`src/rtl/layer_seq_if.sv`:
```
// Bus bundle between the layer sequencer and its weight/input/bias/output memories.
// The mask_in signal exists only when LAYER_SEQ_ACC_MASK_EN is defined.
interface layer_seq_if #(
    parameter int INPUT_SIZE  = 784,
    parameter int OUTPUT_SIZE = 10,
    parameter int WIDTH       = 16
);
    localparam int WADDR_W = (INPUT_SIZE * OUTPUT_SIZE > 1) ? $clog2(INPUT_SIZE * OUTPUT_SIZE) : 1;
    localparam int XADDR_W = (INPUT_SIZE > 1) ? $clog2(INPUT_SIZE) : 1;
    localparam int BADDR_W = (OUTPUT_SIZE > 1) ? $clog2(OUTPUT_SIZE) : 1;

    logic               start;
    logic               busy;
    logic               done;
    logic               mem_rd_en;
    logic [WADDR_W-1:0] w_addr;
    logic [WIDTH-1:0]   w_data;
    logic [XADDR_W-1:0] x_addr;
    logic [WIDTH-1:0]   x_data;
    logic [BADDR_W-1:0] b_addr;
    logic [WIDTH-1:0]   b_data;
    logic               out_we;
    logic [BADDR_W-1:0] out_addr;
    logic [WIDTH-1:0]   out_data;
`ifdef LAYER_SEQ_ACC_MASK_EN
    logic [WIDTH-1:0]   mask_in;
`endif

    modport master (
        input  start, w_data, x_data, b_data,
        output busy, done, mem_rd_en, w_addr, x_addr, b_addr, out_we, out_addr, out_data
`ifdef LAYER_SEQ_ACC_MASK_EN
        , input mask_in
`endif
    );

    modport slave (
        output start, w_data, x_data, b_data,
        input  busy, done, mem_rd_en, w_addr, x_addr, b_addr, out_we, out_addr, out_data
`ifdef LAYER_SEQ_ACC_MASK_EN
        , output mask_in
`endif
    );
endinterface

```
`src/rtl/layer_sequencer.sv`:
```
// Serial-MAC controller for one fully connected layer: out[j] = sum_i w[j][i]*x[i] + b[j].
// Define LAYER_SEQ_ACC_MASK_EN to seed the accumulator with a per-neuron random mask.
module layer_sequencer #(
    parameter int INPUT_SIZE  = 784,
    parameter int OUTPUT_SIZE = 10,
    parameter int WIDTH       = 16
) (
    input  logic        clk,
    input  logic        rst,
    layer_seq_if.master bus_io
);
    localparam int WADDR_W = (INPUT_SIZE * OUTPUT_SIZE > 1) ? $clog2(INPUT_SIZE * OUTPUT_SIZE) : 1;
    localparam int XADDR_W = (INPUT_SIZE > 1) ? $clog2(INPUT_SIZE) : 1;
    localparam int BADDR_W = (OUTPUT_SIZE > 1) ? $clog2(OUTPUT_SIZE) : 1;

    typedef enum logic [2:0] {IDLE, FETCH, MAC, WRITE, DONE} state_t;

    state_t             state_q;
    logic [BADDR_W-1:0] neuron_q;
    logic [XADDR_W-1:0] k_q;
    logic [WIDTH-1:0]   acc_q;
    logic [WIDTH-1:0]   bias_q;
    logic               busy_q;
    logic               done_q;
    logic               rd_en_q;
    logic [WADDR_W-1:0] w_addr_q;
    logic [XADDR_W-1:0] x_addr_q;
    logic               out_we_q;
    logic [WIDTH-1:0]   out_data_q;
`ifdef LAYER_SEQ_ACC_MASK_EN
    logic [WIDTH-1:0]   mask_q;
`endif

    logic [WIDTH-1:0] acc_d;
    logic [WIDTH-1:0] bias_d;
    logic [WIDTH-1:0] result_d;

    // On the final MAC cycle of N=1 the bias register is loaded on the same edge, so bypass it.
    always_comb begin
        acc_d    = acc_q + bus_io.w_data * bus_io.x_data;
        bias_d   = (k_q == '0) ? bus_io.b_data : bias_q;
`ifdef LAYER_SEQ_ACC_MASK_EN
        result_d = acc_d - mask_q + bias_d;
`else
        result_d = acc_d + bias_d;
`endif
    end

    always_ff @(posedge clk or posedge rst) begin
        if (rst) begin
            state_q    <= IDLE;
            neuron_q   <= '0;
            k_q        <= '0;
            acc_q      <= '0;
            bias_q     <= '0;
            busy_q     <= 1'b0;
            done_q     <= 1'b0;
            rd_en_q    <= 1'b0;
            w_addr_q   <= '0;
            x_addr_q   <= '0;
            out_we_q   <= 1'b0;
            out_data_q <= '0;
`ifdef LAYER_SEQ_ACC_MASK_EN
            mask_q     <= '0;
`endif
        end else begin
            done_q   <= 1'b0;
            out_we_q <= 1'b0;
            case (state_q)
                IDLE: begin
                    if (bus_io.start) begin
                        state_q  <= FETCH;
                        busy_q   <= 1'b1;
                        rd_en_q  <= 1'b1;
                        neuron_q <= '0;
                        w_addr_q <= '0;
                        x_addr_q <= '0;
                    end
                end
                FETCH: begin
                    state_q <= MAC;
                    k_q     <= '0;
`ifdef LAYER_SEQ_ACC_MASK_EN
                    acc_q   <= bus_io.mask_in;
                    mask_q  <= bus_io.mask_in;
`else
                    acc_q   <= '0;
`endif
                    if (INPUT_SIZE > 1) begin
                        rd_en_q  <= 1'b1;
                        w_addr_q <= w_addr_q + WADDR_W'(1);
                        x_addr_q <= x_addr_q + XADDR_W'(1);
                    end else begin
                        rd_en_q  <= 1'b0;
                    end
                end
                MAC: begin
                    acc_q <= acc_d;
                    if (k_q == '0) bias_q <= bus_io.b_data;
                    if (k_q == XADDR_W'(INPUT_SIZE - 1)) begin
                        state_q    <= WRITE;
                        rd_en_q    <= 1'b0;
                        out_we_q   <= 1'b1;
                        out_data_q <= result_d;
                    end else begin
                        k_q <= k_q + XADDR_W'(1);
                        // Addresses hold once the last element has been requested.
                        if (k_q == XADDR_W'(INPUT_SIZE - 2)) begin
                            rd_en_q  <= 1'b0;
                        end else begin
                            rd_en_q  <= 1'b1;
                            w_addr_q <= w_addr_q + WADDR_W'(1);
                            x_addr_q <= x_addr_q + XADDR_W'(1);
                        end
                    end
                end
                WRITE: begin
                    if (neuron_q == BADDR_W'(OUTPUT_SIZE - 1)) begin
                        state_q <= DONE;
                        done_q  <= 1'b1;
                    end else begin
                        state_q  <= FETCH;
                        neuron_q <= neuron_q + BADDR_W'(1);
                        rd_en_q  <= 1'b1;
                        w_addr_q <= w_addr_q + WADDR_W'(1);
                        x_addr_q <= '0;
                    end
                end
                DONE: begin
                    state_q <= IDLE;
                    busy_q  <= 1'b0;
                end
                default: state_q <= IDLE;
            endcase
        end
    end

    assign bus_io.busy      = busy_q;
    assign bus_io.done      = done_q;
    assign bus_io.mem_rd_en = rd_en_q;
    assign bus_io.w_addr    = w_addr_q;
    assign bus_io.x_addr    = x_addr_q;
    assign bus_io.b_addr    = neuron_q;
    assign bus_io.out_we    = out_we_q;
    assign bus_io.out_addr  = neuron_q;
    assign bus_io.out_data  = out_data_q;
endmodule

```
`src/flat_wrapper.sv`:
```
// flat-port wrapper written by rule: the top's interface ports become plain ports
module layer_sequencer_flat 
#(
    parameter int INPUT_SIZE  = 784,
    parameter int OUTPUT_SIZE = 10,
    parameter int WIDTH       = 16
)
  (clk, rst, bus_io_start, bus_io_w_data, bus_io_x_data, bus_io_b_data, bus_io_busy, bus_io_done, bus_io_mem_rd_en, bus_io_w_addr, bus_io_x_addr, bus_io_b_addr, bus_io_out_we, bus_io_out_addr, bus_io_out_data);
  layer_seq_if #(.INPUT_SIZE(INPUT_SIZE), .OUTPUT_SIZE(OUTPUT_SIZE), .WIDTH(WIDTH)) bus_io_i ();
  input  logic clk;
  input  logic rst;
  input wire logic [$bits(bus_io_i.start)-1:0] bus_io_start;
  input wire logic [$bits(bus_io_i.w_data)-1:0] bus_io_w_data;
  input wire logic [$bits(bus_io_i.x_data)-1:0] bus_io_x_data;
  input wire logic [$bits(bus_io_i.b_data)-1:0] bus_io_b_data;
  output wire logic [$bits(bus_io_i.busy)-1:0] bus_io_busy;
  output wire logic [$bits(bus_io_i.done)-1:0] bus_io_done;
  output wire logic [$bits(bus_io_i.mem_rd_en)-1:0] bus_io_mem_rd_en;
  output wire logic [$bits(bus_io_i.w_addr)-1:0] bus_io_w_addr;
  output wire logic [$bits(bus_io_i.x_addr)-1:0] bus_io_x_addr;
  output wire logic [$bits(bus_io_i.b_addr)-1:0] bus_io_b_addr;
  output wire logic [$bits(bus_io_i.out_we)-1:0] bus_io_out_we;
  output wire logic [$bits(bus_io_i.out_addr)-1:0] bus_io_out_addr;
  output wire logic [$bits(bus_io_i.out_data)-1:0] bus_io_out_data;
  assign bus_io_i.start = bus_io_start;
  assign bus_io_i.w_data = bus_io_w_data;
  assign bus_io_i.x_data = bus_io_x_data;
  assign bus_io_i.b_data = bus_io_b_data;
  assign bus_io_busy = bus_io_i.busy;
  assign bus_io_done = bus_io_i.done;
  assign bus_io_mem_rd_en = bus_io_i.mem_rd_en;
  assign bus_io_w_addr = bus_io_i.w_addr;
  assign bus_io_x_addr = bus_io_i.x_addr;
  assign bus_io_b_addr = bus_io_i.b_addr;
  assign bus_io_out_we = bus_io_i.out_we;
  assign bus_io_out_addr = bus_io_i.out_addr;
  assign bus_io_out_data = bus_io_i.out_data;
  layer_sequencer #(.INPUT_SIZE(INPUT_SIZE), .OUTPUT_SIZE(OUTPUT_SIZE), .WIDTH(WIDTH)) u_core (.clk(clk), .rst(rst), .bus_io(bus_io_i));
endmodule
```
`config.mk`:
```
export PLATFORM = sky130hd
export DESIGN_NAME = layer_sequencer_flat
export DESIGN_NICKNAME = d
export VERILOG_FILES = /design/src/rtl/layer_seq_if.sv /design/src/rtl/layer_sequencer.sv /design/src/flat_wrapper.sv
export SDC_FILE = /design/constraint.sdc
export NUM_CORES = 1
export LEC_CHECK = 0
export CORE_MARGIN = 1
export CORE_UTILIZATION = 40
export CTS_CLUSTER_SIZE = 24
export DETAILED_ROUTE_END_ITERATION = 8
export SYNTH_ARGS = -nofsm -noshare
export SYNTH_HDL_FRONTEND = slang
export SYNTH_SLANG_ARGS = --single-unit
```
`constraint.sdc`:
```
create_clock -name clk -period 5.75 [get_ports clk]
set_input_delay 1.4375 -clock clk [delete_from_list [all_inputs] [get_ports clk]]
set_output_delay 1.4375 -clock clk [all_outputs]
set_load 0.01 [all_outputs]
```
==> impl_results.md <==
* Outcome: complete, but fails checks
* Failing checks: negative setup slack
* Synth cell types at 56
* WP data arrival at 6.84 ns
* Worst Setup Path Type: in -> reg
* Min Tclk post-route at 6.60 ns
* Remaining Overflow, GRT at 0
* CP Buf/Inv Count at 7
* Clock transition at the registers of the reported paths at 0.06 ns
* Worst Setup EP: u_core.bus_io.out_data[12]
* Top_reg_cell synth: dfrtp_1
* DRC viols at 0
* Vias in the first global route at 7618
* Antenna violations before repair at 0
* P&R area growth vs syn at 36.3%
* Compound-Gate Fraction of Synth Area at 7.77%
* Initial core utilization at 40.9%
* Clock Tree Root: clkbuf_16
* DR vias at 7438
* Worst Setup SP: bus_io_w_data[5]
* CTS max path bufs at 2
* Drt wl/cell at 15.0 um
* Levels on crit path at 25
* Post-Synth XOR/XNOR Area at 7.49%
* Largest area contributor in the netlist: dfrtp_1
* Worst path max stage delay at 0.54 ns
* Slew headroom at 32.8%
* Share of the synthesized area in the top cell type at 24.9%
* DR iter-0 viols at 240
* DP HPWL at 17700 um
* Sequential element share of the synthesized area at 24.9%
* Layout cells sized above 1 at 26.7%
* YS warnings at 0
* Synthesized cell area at 9250 um^2
* CTS buffer count at 9
* Main combinational cell family by area after synthesis: adder cells
* Delay-heaviest family, CP: adder cells
* Final setup fails at 10
* Max-slew violations at 0
* Reg2Reg Setup Slack at 0.65 ns
* Worst-case reg-to-reg path depth at 23
* # rows at 55
* Htree depth at 3
* Avg Inst Size Synth at 9.00 um^2
* Skew-Pair Late Insertion Delay at 0.35 ns
* Reg-to-Reg End: u_core.bus_io.out_data[12]
* Area contributors post-synth: dfrtp_1 (25%), fa_1 (21%), ha_1 (10%), nand2_1 (7.3%), inv_1 (7.0%)
* Simple-gate share of the synthesized area at 17.9%
* IO Pins at 102
* Syn_nets at 1249
* Number of synthesized flops with an enable pin at 0
* Worst Hold Class: reg -> reg
* Most frequent cells after synthesis: nand2_1 (181), inv_1 (172), fa_1 (95), dfrtp_1 (92), ha_1 (75)
* CP Max Fanout at 5
* Adder-Cell Fraction of Synth Area at 30.7%
* Most common cell in the netlist: nand2_1
* Fin nets at 1467
* Pre-CTS setup slack at -1.83 ns
* RSZ-0062 raised after global routing: yes
* Die ar. at 23700 um^2
* Final-report hold violation count at 0
* Hold Buf Count CTS at 0
* Slew of the pin with the lowest slew margin at 1.01 ns
* Synth Instances at 1028
* Period utilisation layout at 115%
* CTS tree: built
* Setup crit end kind: flip-flop
* Largest net degree at the start of global routing at 64
* CP max stage cell: fa_1
* Core Area at 22600 um^2
* Antenna viol nets, final at 0
* Wirelength, routed at 23000 um
* I/O Buffers at 101
* Clk sink count at 92
* Worst setup SP type: primary input
* CP required at 5.99 ns
* Setup slack after layout at -0.848 ns
* Gr usage total at 20.2%
* # diodes at 0
* DRT Pass-1 Iters at 6
* Async SR Flop Fraction at 100%
* GPL Wtd Cong at 0.864
* Max-Cap Viols at 0
* Clk_skew at 0.00774 ns
* Register bit count reported by yosys at 92
* DR vias/cell at 4.84
* Mux contribution to synthesized area at 2.52%
* FMAX at 0.152 GHz
* Die width at 154 um
* Crit Reg-Reg Startpoint: u_core.acc_q[4]
* First-pass GRT wire length at 38000 um
* Die Y at 154 um
cell usage in the layout (no fill, tap or decap), types with 5 or more instances in the layout:
master / Yosys / routed
fa_1: 95 / 88
clkdlybuf4s50_1: 0 / 75
a21oi_1: 18 / 9
ha_1: 75 / 55
a21oi_2: 0 / 6
and3_1: 8 / 6
nand2_1: 181 / 168
ha_4: 0 / 11
a21o_1: 8 / 8
nand3_1: 16 / 15
clkbuf_16: 0 / 9
xnor2_1: 35 / 31
dfrtp_1: 92 / 92
nor3_1: 10 / 6
a22o_1: 6 / 6
buf_6: 0 / 22
buf_2: 5 / 5
and2_4: 0 / 17
o21ai_0: 38 / 31
o21ai_1: 5 / 7
ha_2: 0 / 9
xor2_2: 0 / 7
buf_4: 4 / 124
inv_2: 0 / 17
nor2_1: 43 / 40
mux2_2: 18 / 18
or3_1: 6 / 5
nand2_2: 2 / 11
inv_1: 172 / 154
nand4_1: 8 / 8
and2_1: 54 / 38
xor2_1: 39 / 31
fa_2: 0 / 7
area by class of cell:
class,instances,area [um^2]
timing repair buffer,244,2190
multi-input combinational,727,6730
sequential,92,2300
fill,2016,10000
tap,285,357
clock inverter,6,134
inverter,172,648
clock buffer,10,239
worst min-delay path by stage:
| stage | to | cells past startpoint | start |
|---|---|---|---|
| floorplan | u_core.bias_q[10] | 2 | u_core.bias_q[10] |
| global placement | u_core.bias_q[13] | 2 | u_core.bias_q[13] |
| detailed placement | u_core.bias_q[3] | 2 | u_core.bias_q[3] |
| CTS | u_core.bias_q[3] | 2 | u_core.bias_q[3] |
| global route | u_core.bias_q[8] | 2 | u_core.bias_q[8] |
| finish | u_core.bias_q[8] | 2 | u_core.bias_q[8] |
registers in the layout, indices dropped and copies added, names as in the netlist:
| name | cells |
|---|---|
| u_core.bus_io.w_addr | 13 |
| u_core.state_q | 3 |
| u_core.bus_io.done | 1 |
| u_core.bus_io.out_we | 1 |
| u_core.acc_q | 16 |
| u_core.bias_q | 16 |
| u_core.bus_io.out_data | 16 |
| u_core.bus_io.b_addr | 4 |
| u_core.k_q | 10 |
| u_core.bus_io.mem_rd_en | 1 |
| u_core.bus_io.busy | 1 |
| u_core.bus_io.x_addr | 10 |
worst min-delay path: cells and delay by family, from the launching register on:
family,cells,cell delay (ns)
flops,1,0.34
simple gates,2,0.10
per-stage QoR:
step	utilization [%]	instances	hold slack, ns	setup TNS [ns]	cell area [um^2]
6_report	55.7	1536	0.468	-5.87	12600
5_1_grt	55.7	1536	0.494	-8.10	12600
4_1_cts	54.8	1532	0.474	-5.76	12400
3_5_place_dp	51.2	1493	0.457	-20.83	11600
3_3_place_gp	51.2	1493	0.451	-20.13	11600
2_1_floorplan	-	1028	0.440	-5.16	9660
layer usage:
| layer | track usage (%) | share of wire (%) | vias to the layer above | wire length, um |
|---|---|---|---|---|
| li1 | - | - | 3654 | - |
| met1 | 27.3 | 45 | 3647 | 10500 |
| met2 | 35.0 | 50 | 119 | 11600 |
| met3 | 2.56 | 3.0 | 18 | 690 |
| met4 | 3.38 | 1.0 | 0 | 233 |
| met5 | 0 | 0 | - | 0 |
what timing repair did:
action	CTS	global route
cloned	1	0
setup endpoints to repair	18	15
pin swaps	85	42
hold endpoints to repair	0	0
buffers inserted	24	5
resized for setup	176	47
kinds of logic (layout without fill, tap and decap cells):
| logic type | Yosys count | after routing |
|---|---|---|
| buf+inv | 209 | 432 |
| xor+xnor | 76 | 76 |
| fa+ha+maj | 170 | 170 |
| compound gates | 107 | 107 |
| flops | 92 | 92 |
| simple gates | 353 | 353 |
| mux | 21 | 21 |
Power is not shown: default switching activity piles up to over one toggle a cycle in this logic, so the estimate is an artifact.
